`src/rtl/div_result_bcd.sv`:
```
// Captures the divider's quotient/remainder on each Done rise and converts both
// to packed BCD with a bit-serial double-dabble, holding the result under Valid.
module div_result_bcd #(
    parameter int WIDTH  = 8,
    parameter int DIGITS = 3
) (
    input  logic                CLK,
    input  logic                Reset,
    input  logic                Done,
    input  logic [WIDTH-1:0]    Q,
    input  logic [WIDTH-1:0]    R,
    output logic [4*DIGITS-1:0] Q_BCD,
    output logic [4*DIGITS-1:0] R_BCD,
    output logic                Valid,
    output logic                Busy
);
    localparam int BW = 4 * DIGITS;
    localparam int CW = $clog2(WIDTH + 1);

    typedef enum logic {IDLE, SHIFT} state_t;

    state_t               state, state_nxt;
    logic                 done_d, pending;
    logic [CW-1:0]        cnt;
    logic [WIDTH-1:0]     q_bin, r_bin, hold_q, hold_r;
    logic [BW-1:0]        q_acc, r_acc;
    logic [BW+WIDTH-1:0]  q_step, r_step;
    logic                 rise, load, load_hold, last_step;

    // One double-dabble step: correct every nibble >= 5, then shift {bcd, bin} left.
    function automatic logic [BW+WIDTH-1:0] dd_step(input logic [BW-1:0]    acc,
                                                    input logic [WIDTH-1:0] bin);
        logic [BW-1:0] adj;
        adj = acc;
        for (int i = 0; i < DIGITS; i++) begin
            if (acc[4*i +: 4] >= 4'd5)
                adj[4*i +: 4] = acc[4*i +: 4] + 4'd3;
        end
        return {adj, bin} << 1;
    endfunction

    assign rise   = Done & ~done_d;
    assign q_step = dd_step(q_acc, q_bin);
    assign r_step = dd_step(r_acc, r_bin);

    always_comb begin
        state_nxt = state;
        load      = 1'b0;
        load_hold = 1'b0;
        last_step = 1'b0;
        case (state)
            IDLE: begin
                // A result queued during the previous conversion takes priority.
                if (pending) begin
                    load      = 1'b1;
                    load_hold = 1'b1;
                    state_nxt = SHIFT;
                end else if (rise) begin
                    load      = 1'b1;
                    state_nxt = SHIFT;
                end
            end
            SHIFT: begin
                if (cnt == CW'(WIDTH - 1)) begin
                    last_step = 1'b1;
                    state_nxt = IDLE;
                end
            end
            default: state_nxt = IDLE;
        endcase
    end

    always_ff @(posedge CLK or posedge Reset) begin
        if (Reset) begin
            state   <= IDLE;
            done_d  <= 1'b0;
            pending <= 1'b0;
            cnt     <= '0;
            Valid   <= 1'b0;
            Busy    <= 1'b0;
            Q_BCD   <= '0;
            R_BCD   <= '0;
        end else begin
            state  <= state_nxt;
            done_d <= Done;
            if (load) begin
                cnt   <= '0;
                Valid <= 1'b0;
                Busy  <= 1'b1;
            end else if (state == SHIFT) begin
                cnt <= cnt + 1'b1;
            end
            if (last_step) begin
                Q_BCD <= q_step[BW+WIDTH-1:WIDTH];
                R_BCD <= r_step[BW+WIDTH-1:WIDTH];
                Valid <= 1'b1;
                Busy  <= 1'b0;
            end
            // A rise on the hold-load edge re-arms the queue with the new values.
            if (load_hold)
                pending <= rise;
            else if (rise && state == SHIFT)
                pending <= 1'b1;
        end
    end

    always_ff @(posedge CLK) begin
        if (rise && (state == SHIFT || load_hold)) begin
            hold_q <= Q;
            hold_r <= R;
        end
        if (load) begin
            q_acc <= '0;
            r_acc <= '0;
            q_bin <= load_hold ? hold_q : Q;
            r_bin <= load_hold ? hold_r : R;
        end else if (state == SHIFT) begin
            {q_acc, q_bin} <= q_step;
            {r_acc, r_bin} <= r_step;
        end
    end

endmodule

```
`config.mk`:
```
export PLATFORM = sky130hd
export DESIGN_NAME = div_result_bcd
export DESIGN_NICKNAME = d
export VERILOG_FILES = /design/src/rtl/div_result_bcd.sv
export SDC_FILE = /design/constraint.sdc
export NUM_CORES = 1
export LEC_CHECK = 0
export ABC_AREA = 0
export BUFFER_PORTS_ARGS = -buffer_cell sky130_fd_sc_hd__buf_2
export CELL_PAD_IN_SITES_DETAIL_PLACEMENT = 1
export CELL_PAD_IN_SITES_GLOBAL_PLACEMENT = 2
export CORE_MARGIN = 2
export CORE_UTILIZATION = 41
export CTS_CLUSTER_DIAMETER = 200
export DETAILED_ROUTE_END_ITERATION = 10
export GPL_TIMING_DRIVEN = 0
export PLACE_DENSITY = 0.93
export SETUP_SLACK_MARGIN = 0.5
export SYNTH_ARGS = -nofsm -noshare
export SYNTH_HDL_FRONTEND = slang
export SYNTH_SLANG_ARGS = --single-unit
```
`constraint.sdc`:
```
create_clock -name CLK -period 3.6 [get_ports CLK]
set_clock_uncertainty 0.2 [all_clocks]
set_input_delay 0.72 -clock CLK [delete_from_list [all_inputs] [get_ports CLK]]
set_output_delay 0.72 -clock CLK [all_outputs]
set_load 0.03 [all_outputs]
```
# Word level (Yosys, flattened, before mapping)
# Cells that the tools add are included.
[totals]
ff_bits = 89
latchBits = 0
ramBits = 0
romBits = 0
inputBits = 19
out_inout_bits = 26
n_memories = 0
[classes]
n_addsub = 7
n_mul = 0
div = 0
magnitude_cmp = 6
n_eq_ne = 1
shifts = 0
n_mux = 29
bitwise = 3
reduce_logical = 6
[op_table]
columns = ["op", "count"]
rows = [
  ["8-bit 2-to-1 mux", 6],
  ["4-bit by 3-bit greater-or-equal comparator with 1-bit output, second input constant", 6],
  ["4-bit 2-to-1 mux", 6],
  ["4-bit by 2-bit adder with 4-bit output, second input constant", 4],
  ["1-bit 2-to-1 mux", 14],
  ["3-bit by 2-bit adder with 3-bit output, second input constant", 2],
  ["3-bit 2-to-1 mux", 2],
  ["2-bit nonzero test", 3],
  ["4-bit by 1-bit adder with 4-bit output, second input constant", 1],
  ["4-bit by 3-bit equality test with 1-bit output, second input constant", 1],
  ["1-bit logical AND", 2],
  ["1-bit NOT", 2],
  ["1-bit case mux with 2 select lines", 1],
  ["1-bit AND", 1],
  ["1-bit logical OR", 1],
]

# Depth between registers and ports, before layout
# Gate-level depths: netlist of run 1.
[logic_depth]
depth_word = 7
depth_mapped = 6

# Worst setup path after synthesis of run 1
# No wires, ideal clock.
[synth_timing]
path_kind = "input -> register"
start = "in Done"
end = "reg hold_q[0], enable pin"
setup_ps = 374
t_arrival_ps = 1419
required_ps = 3026
slack_ps = 1607
stages = 2
n_path_buf = 0
cell_sequence = "nor2b_1 -> o21a_1"
[synth_between]
elab_chain_len = 2
[synth_rtl]
columns = ["item", "line_no", "text"]
rows = [
  ["start, declared", "9", "input logic Done,"],
  ["1-bit AND", "42", "assign rise = Done & ~done_d;"],
  ["1-bit logical AND", "108", "if (rise && (state == SHIFT || load_hold)) begin"],
  ["end signal, assigned", "109", "hold_q <= Q;"],
  ["end, declared", "25", "logic [WIDTH-1:0] q_bin, r_bin, hold_q, hold_r;"],
]
# Every way passes these cells.
# A chain may end at the register's enable or synchronous reset.

# Worst setup path after layout of run 1
# Same ends and word-level chain as after synthesis.

==> results of run 1 <==
[cell usage in the layout, fill, tap and decap left out, drive strengths merged, types with 8 or more instances in the layout]
master | synthesis | layout
mux2 | 14 | 14
inv | 16 | 16
o21ai | 41 | 41
a22o | 13 | 13
edfxtp | 32 | 32
ha | 13 | 13
mux2i | 20 | 20
dfrtp | 33 | 33
nand2 | 52 | 52
nand2b | 8 | 8
dfxtp | 24 | 24
buf | 7 | 51
a21oi | 12 | 12
clkbuf | 5 | 17
[kinds of logic (layout without fill, tap and decap cells)]
group	Yosys count	count (layout)
xor gates and xnor gates	8	8
and+or+nand+nor	79	79
muxes	34	34
buffers and inverters	28	88
DFF	89	89
AOI/OAI and AO/OA	72	72
adders and majority gates	13	13
[sequential cells by signal, summed over array words and instances (netlist names), 8 cells and up]
register	flops
Q_BCD	12
R_BCD	12
q_acc	12
r_acc	12
hold_q	8
hold_r	8
q_bin	8
r_bin	8
[how the worst max path moves through the flow]
stage                               start  slack (ns)  cells after the start             endpoint
final                                Done        1.64                      3  hold_q[0]$_DFFE_PP_
after detailed placement             Done        1.25                      3  hold_q[2]$_DFFE_PP_
after CTS                            Done        1.65                      5   r_bin[5]$_DFFE_PP_
after global placement               Done        1.28                      3  hold_r[4]$_DFFE_PP_
after global routing      state$_DFF_PP0_        1.52                      2  hold_r[1]$_DFFE_PP_
after floorplan                      Done        1.61                      2  hold_q[0]$_DFFE_PP_
[where the power goes]
group,switching [uW],internal [uW],total [uW]
Clock,349,363,711
Combinational,1010,698,1710
Sequential,242,1450,1700
Total,1600,2520,4120
[cell type report]
cell class	count	area [sq um]
Fill cell	971	4720
Inverter	16	60.1
Timing Repair Buffer	44	220
Multi-Input combinational cell	206	1380
Sequential cell	89	2270
Clock inverter	4	50.0
Buffer	12	67.6
Clock buffer	12	156
Tap cell	111	139
[worst max-delay path, cell delays in order]
cell and delay, ns:
buf_2 0.08, nor2b_1 0.29, o21a_1 0.66
[routing by layer]
| layer | track usage [%] | up-vias | share of wire, % |
|---|---|---|---|
| met5 | 0 | - | 0 |
| met4 | 7.17 | 0 | 2.5 |
| met3 | 5.01 | 17 | 3.8 |
| met2 | 26.9 | 53 | 47 |
| met1 | 21.5 | 1236 | 46 |
| li1 | - | 1240 | - |
[through the flow]
stage / power, uW / hold slack, ns
floorplan: 2970 / 0.240
global placement: 3340 / 0.257
detailed placement: 3450 / 0.258
CTS: 4170 / 0.252
global route: 4450 / 0.245
finish: 4120 / 0.264
==> metrics.csv, run 1 <==
metric,value,unit
outcome,"complete, no violations",
wl_per_cell,15.3,microns
ys_ff_latch,89,
slew_viol_final,0,
fin_nets,410,
ctsResizeCount,0,
fin_cells,494,
p_leak,0.00200,uW
grt_usage,16.9,%
port_buffers,44,
htreeDepth,3,
r2r_setup_slack,1.66,ns
synthTopCellsByArea,"edfxtp_1, dfrtp_1, dfxtp_1, mux2i_1, nand2_1",
synth_cell_types,34,
clk_path_buf_depth,2,
r2r_start,state$_DFF_PP0_,
synth-simple-area-share,9.81,%
die_y,100,microns
yosys_warnings,0,
syn_area_per_cell,11.7,sq um
fin_util,47.9,%
period_share,54.5,%
critPathCaptureType,flip-flop,
ant_nets,0,
dr.pass1.iters,4,
cts_tree,done,
overflow,0,
grt_pass1_wl,13100,microns
drt_iter0_markers,76,
antenna_cells,0,
synth_xor_area_share,1.86,%
syn_area,3770,sq um
core_area,9060,sq um
worst_slack,1.64,ns
start_kind,input port,
cts_buffers,9,
chipWidth,100,microns
arrival,1.76,ns
dp_hpwl,5360,microns
dp.cells,478,
period_minus_slack,1.96,ns
synthAdderAreaFrac,4.31,%
vias_per_cell,5.15,
area.growth.synth_to_final,15.0,%
finalInstanceArea,4340,sq um
synth_top_area_share,25.5,%
cts-root-buf,clkbuf_8,
final_layout_size_suffix_gt1_share,21.9,%
grt_pass1_vias,2709,
place_area,4130,sq um
die-area,9990,sq um
synth_top_family_by_area,compound AO/OA/AOI/OAI gates,
synth_compound_area_share,11.1,%
post-cts-setup-buffers,0,
reg2reg_to,hold_q[0]$_DFFE_PP_,
min_path_type,in -> async,
async_flop_share,37.1,%
ios,45,
clock_latency,0.36,ns
synthFlopType,dfrtp_1,
maxCapViolCount,0,
crit_fanout,17,
syn_inst,323,
antenna_found_initial,0,
pre_cts_ws,1.25,ns
path_class,in -> reg,
timing.fmax,0.510,GHz
synth_most_common_cell,nand2_1,
crit_required,3.40,ns
synth_edf_count,32,
drt-total-wl,7550,microns
rows,35,
finalSetupTns,0,ns
yosysSeqAreaShare,60.1,%
grt_max_degree,34,
cts.sinks,89,
synth_commonest_cells,"nand2_1, dfrtp_1, edfxtp_1",
yosys.area.top_type,edfxtp_1,
synth_nets,355,
clkTransAtPathRegs,0.08,ns
cts_hold_buf,0,
setup_viol,0,
gp_congestion,0.795,
tightestPinTransition,0.733,ns
rsz0062_at_grt,no,
irDropWorstVdd,0.256,mV
initial_core_util,41.6,%
via_count,2546,
powerDensity,949,nW/um^2
drc,0,
synth_mux_area_share,9.48,%
rr_worst_depth,2,
finalHoldViolCount,0,
timing.slew.headroom,51.1,%
Note: power is estimated with default switching activity, not from simulation.
==> inputs of run 2 (changes only) <==
Settings changed: ABC_AREA 0 to 1, CORE_UTILIZATION 41 to 35, PLACE_DENSITY 0.93 to 0.88.
Clock period 3.6 ns to 1.9 ns, I/O delays scaled along.
==> run 2 against run 1 <==
- flip-flop and latch count did not move
- final cell count rose by 52%
- sequential power up 100%
- core utilization increased by 7.5 points
- setup slack got worse by 1.4 ns
- largest power group unchanged
- routed wire length up 83%
- the flow now finishes with violations (negative hold slack)
- critical path type is now reg -> reg
- synthesized cell count up 47%
- design area rose by 45%
==> metrics.csv, run 2 <==
metric,value,unit,change
outcome,finished with violations,,
violations,negative hold slack,,
yosys.area.top_type,edfxtp_1,,
pwr-share-comb,53.9,%,+12 points
synth_cell_types,23,,-32%
grt_max_degree,34,,unchanged
ys_ff_latch,89,,unchanged
yosys_warnings,0,,unchanged
min_path_type,in -> async,,
async_flop_share,37.1,%,unchanged
worst_slack,0.214,ns,-1.42 ns
antenna_cells,0,,unchanged
clkTransAtPathRegs,0.07,ns,about the same
p_switching,4990,uW,+210%
via_count,3804,,+49%
fin_nets,637,,+55%
finalHoldViolCount,15,,+15
synth_most_common_cell,nand2_1,,
arrival,1.57,ns,-0.19 ns
power,11600,uW,+180%
drc,0,,unchanged
period_share,88.7,%,
r2r_start,pending$_DFFE_PP0P_,,
crit_fanout,6,,-11
synth_xor_area_share,0,%,-1.9 points
start_kind,flip-flop,,
period_minus_slack,1.69,ns,
die-area,12500,sq um,+25%
grt_pass1_wl,18600,microns,+42%
gp_congestion,0.864,,+8.7%
clock_latency,0.36,ns,about the same
chipWidth,112,microns,+12%
grt_pass1_vias,3785,,+40%
yosysSeqAreaShare,55.9,%,-4.2 points
syn_area,4060,sq um,+7.5%
timing.fmax,0.593,GHz,
ant_nets,0,,unchanged
synth_mux_area_share,0,%,-9.5 points
overflow,0,,unchanged
cts.sinks,89,,unchanged
synth-simple-area-share,29.6,%,+20 points
wl_per_cell,18.3,microns,+20%
ios,45,,unchanged
crit_required,1.79,ns,-1.61 ns
cts_tree,done,,
layout.area.seq,2290,sq um,+0.94%
setup_viol,0,,unchanged
antenna_found_initial,0,,unchanged
seqPwrFrac,30.0,%,-11 points
dr.pass1.iters,4,,unchanged
path_class,reg -> reg,,
die_y,112,microns,+12%
tightestPinTransition,0.821,ns,+0.0884 ns
synth_top_area_share,23.7,%,-1.8 points
cts-root-buf,clkbuf_16,,
dp_hpwl,6870,microns,+28%
synth_compound_area_share,4.72,%,-6.4 points
final_layout_size_suffix_gt1_share,44.6,%,+23 points
final_common_cell,nand2_1,,
n_fill_cell,1259,,+30%
core_area,11400,sq um,+25%
area.growth.synth_to_final,55.1,%,
syn_area_per_cell,8.55,sq um,-27%
synth_nets,507,,+43%
clk_path_buf_depth,2,,unchanged
htreeDepth,3,,unchanged
grt_usage,18.8,%,+1.9 points
pre_cts_ws,0.213,ns,-1.04 ns
critPathCaptureType,flip-flop,,
hold_slack,-0.0160,ns,-0.280 ns
mostFrequentLayoutCells,"nand2_1, buf_4, nand3_1, nand2_2, buf_6",,
synthTopCellsByArea,"edfxtp_1, dfrtp_1, nand2_1, dfxtp_1, nand3_1",,
switching_share,43.0,%,+4.0 points
rsz0062_at_grt,yes,,
synth_edf_count,32,,unchanged
maxCapViolCount,0,,unchanged
synth_commonest_cells,"nand2_1, nand3_1, dfrtp_1",,
irDropWorstVdd,0.839,mV,+230%
p_int,6620,uW,+160%
cts_buffers,9,,unchanged
slew_viol_final,0,,unchanged
vias_per_cell,5.05,,-2.0%
synthAdderAreaFrac,4.01,%,-0.30 points
worstSetupStartpoint,pending$_DFFE_PP0P_,,
timing.slew.headroom,45.2,%,-6.0 points
drt-total-wl,13800,microns,+83%
synthFlopType,dfrtp_1,,
initial_core_util,35.7,%,-5.9 points
port_buffers,44,,unchanged
pwr-share-clk,16.2,%,-1.1 points
drt_iter0_markers,146,,+92%
p_leak,0.00308,uW,+54%
syn_inst,475,,+47%
powerDensity,1850,nW/um^2,+94%
multi_input_area,1970,sq um,+43%
rows,39,,+11%
synth_top_family_by_area,simple AND/OR/NAND/NOR gates,,
==> run 2: changes by cell type in the layout (fill, tap and decap cells not counted), moves of 16 or more <==
cell,before,now
buf_2,49,20
buf_4,0,52
buf_6,2,42
mux2i_1,20,0
nand2_1,51,153
nand2_2,1,43
nand2_4,0,16
nand3_1,2,50
o21ai_0,31,5
==> run 2: logic make-up (layout without fill, tap and decap cells) <==
family | after synthesis | after routing
flip-flops | 89 | 89
AO/OA/AOI/OAI | 31 | 31
buffers and inverters | 52 | 187
adder cells (fa/ha/maj) | 13 | 13
AND/OR/NAND/NOR | 290 | 290
==> run 2: layout make-up <==
| class | instances | area share, % |
|---|---|---|
| flip-flops and latches | 89 | 36.4 |
| multi-input cells | 334 | 31.3 |
| repair buffers | 118 | 18.7 |
| clock buffers | 11 | 3.82 |
| plain buffers | 17 | 3.32 |
| well taps | 143 | 2.84 |
| inverters | 35 | 2.60 |
| clock inverters | 5 | 1.01 |
| repair inverters | 1 | 0.119 |
==> run 2: power by group through the flow <==
stage                     clock (uW)  sequential [uW]  combinational, uW
final                           1880             3480               6260
after global routing            1980             3560               6820
after CTS                       1890             3320               4970
after detailed placement           0             3290               3890
after global placement             0             3250               3740
after floorplan                    0             3680               2420
==> run 2: worst paths after layout <==
kind	slack, ns	cells after the start	to
worst min register to register	0.27	2	q_acc[5]$_SDFFE_PN0P_
worst max register to register	0.21	7	r_bin[7]$_DFFE_PP_
max in group asynchronous	0.98	2	Q_BCD[6]$_DFFE_PP0N_
worst min-delay path	-0.02	2	Valid$_DFFE_PP0P_
worst max-delay path	0.21	7	r_bin[7]$_DFFE_PP_
min in group CLK	0.02	1	hold_q[0]$_DFFE_PP_
==> run 2: what timing repair did <==
action	in CTS	in global routing
setup endpoints to repair	129	130
cloned	5	7
endpoints found under the hold margin	1	0
buffers inserted	36	26
pin swaps	7	24
hold buffers	1	0
resized for setup	117	126
==> run 2: critical path: stages (launching register included) <==
cell	delay (ns)
dfrtp_1	0.34
buf_6	0.14
inv_4	0.05
a21oi_4	0.24
buf_6	0.14
clkinvlp_4	0.12
nand2_2	0.11
nand2_1	0.10
==> run 2: layer usage <==
layer | track usage [%] | routed length (microns) | up-vias
li1 | - | - | 1811
met5 | 0 | 0 | -
met3 | 4.46 | 423 | 35
met1 | 22.4 | 5380 | 1868
met4 | 4.77 | 540 | 0
met2 | 34.1 | 7460 | 90
==> run 2: per-stage QoR <==
step                      instance area, sq um  TNS, ns  utilization [%]  hold WS (ns)  instances
after floorplan                           4130        0                -         0.211        475
after global placement                    4530    -1.57             39.8         0.241        662
after global routing                      6290        0             55.4        0.0102        753
final                                     6290        0             55.4       -0.0160        753
after detailed placement                  4530        0             39.8         0.252        662
after CTS                                 5600        0             49.2       0.00439        720
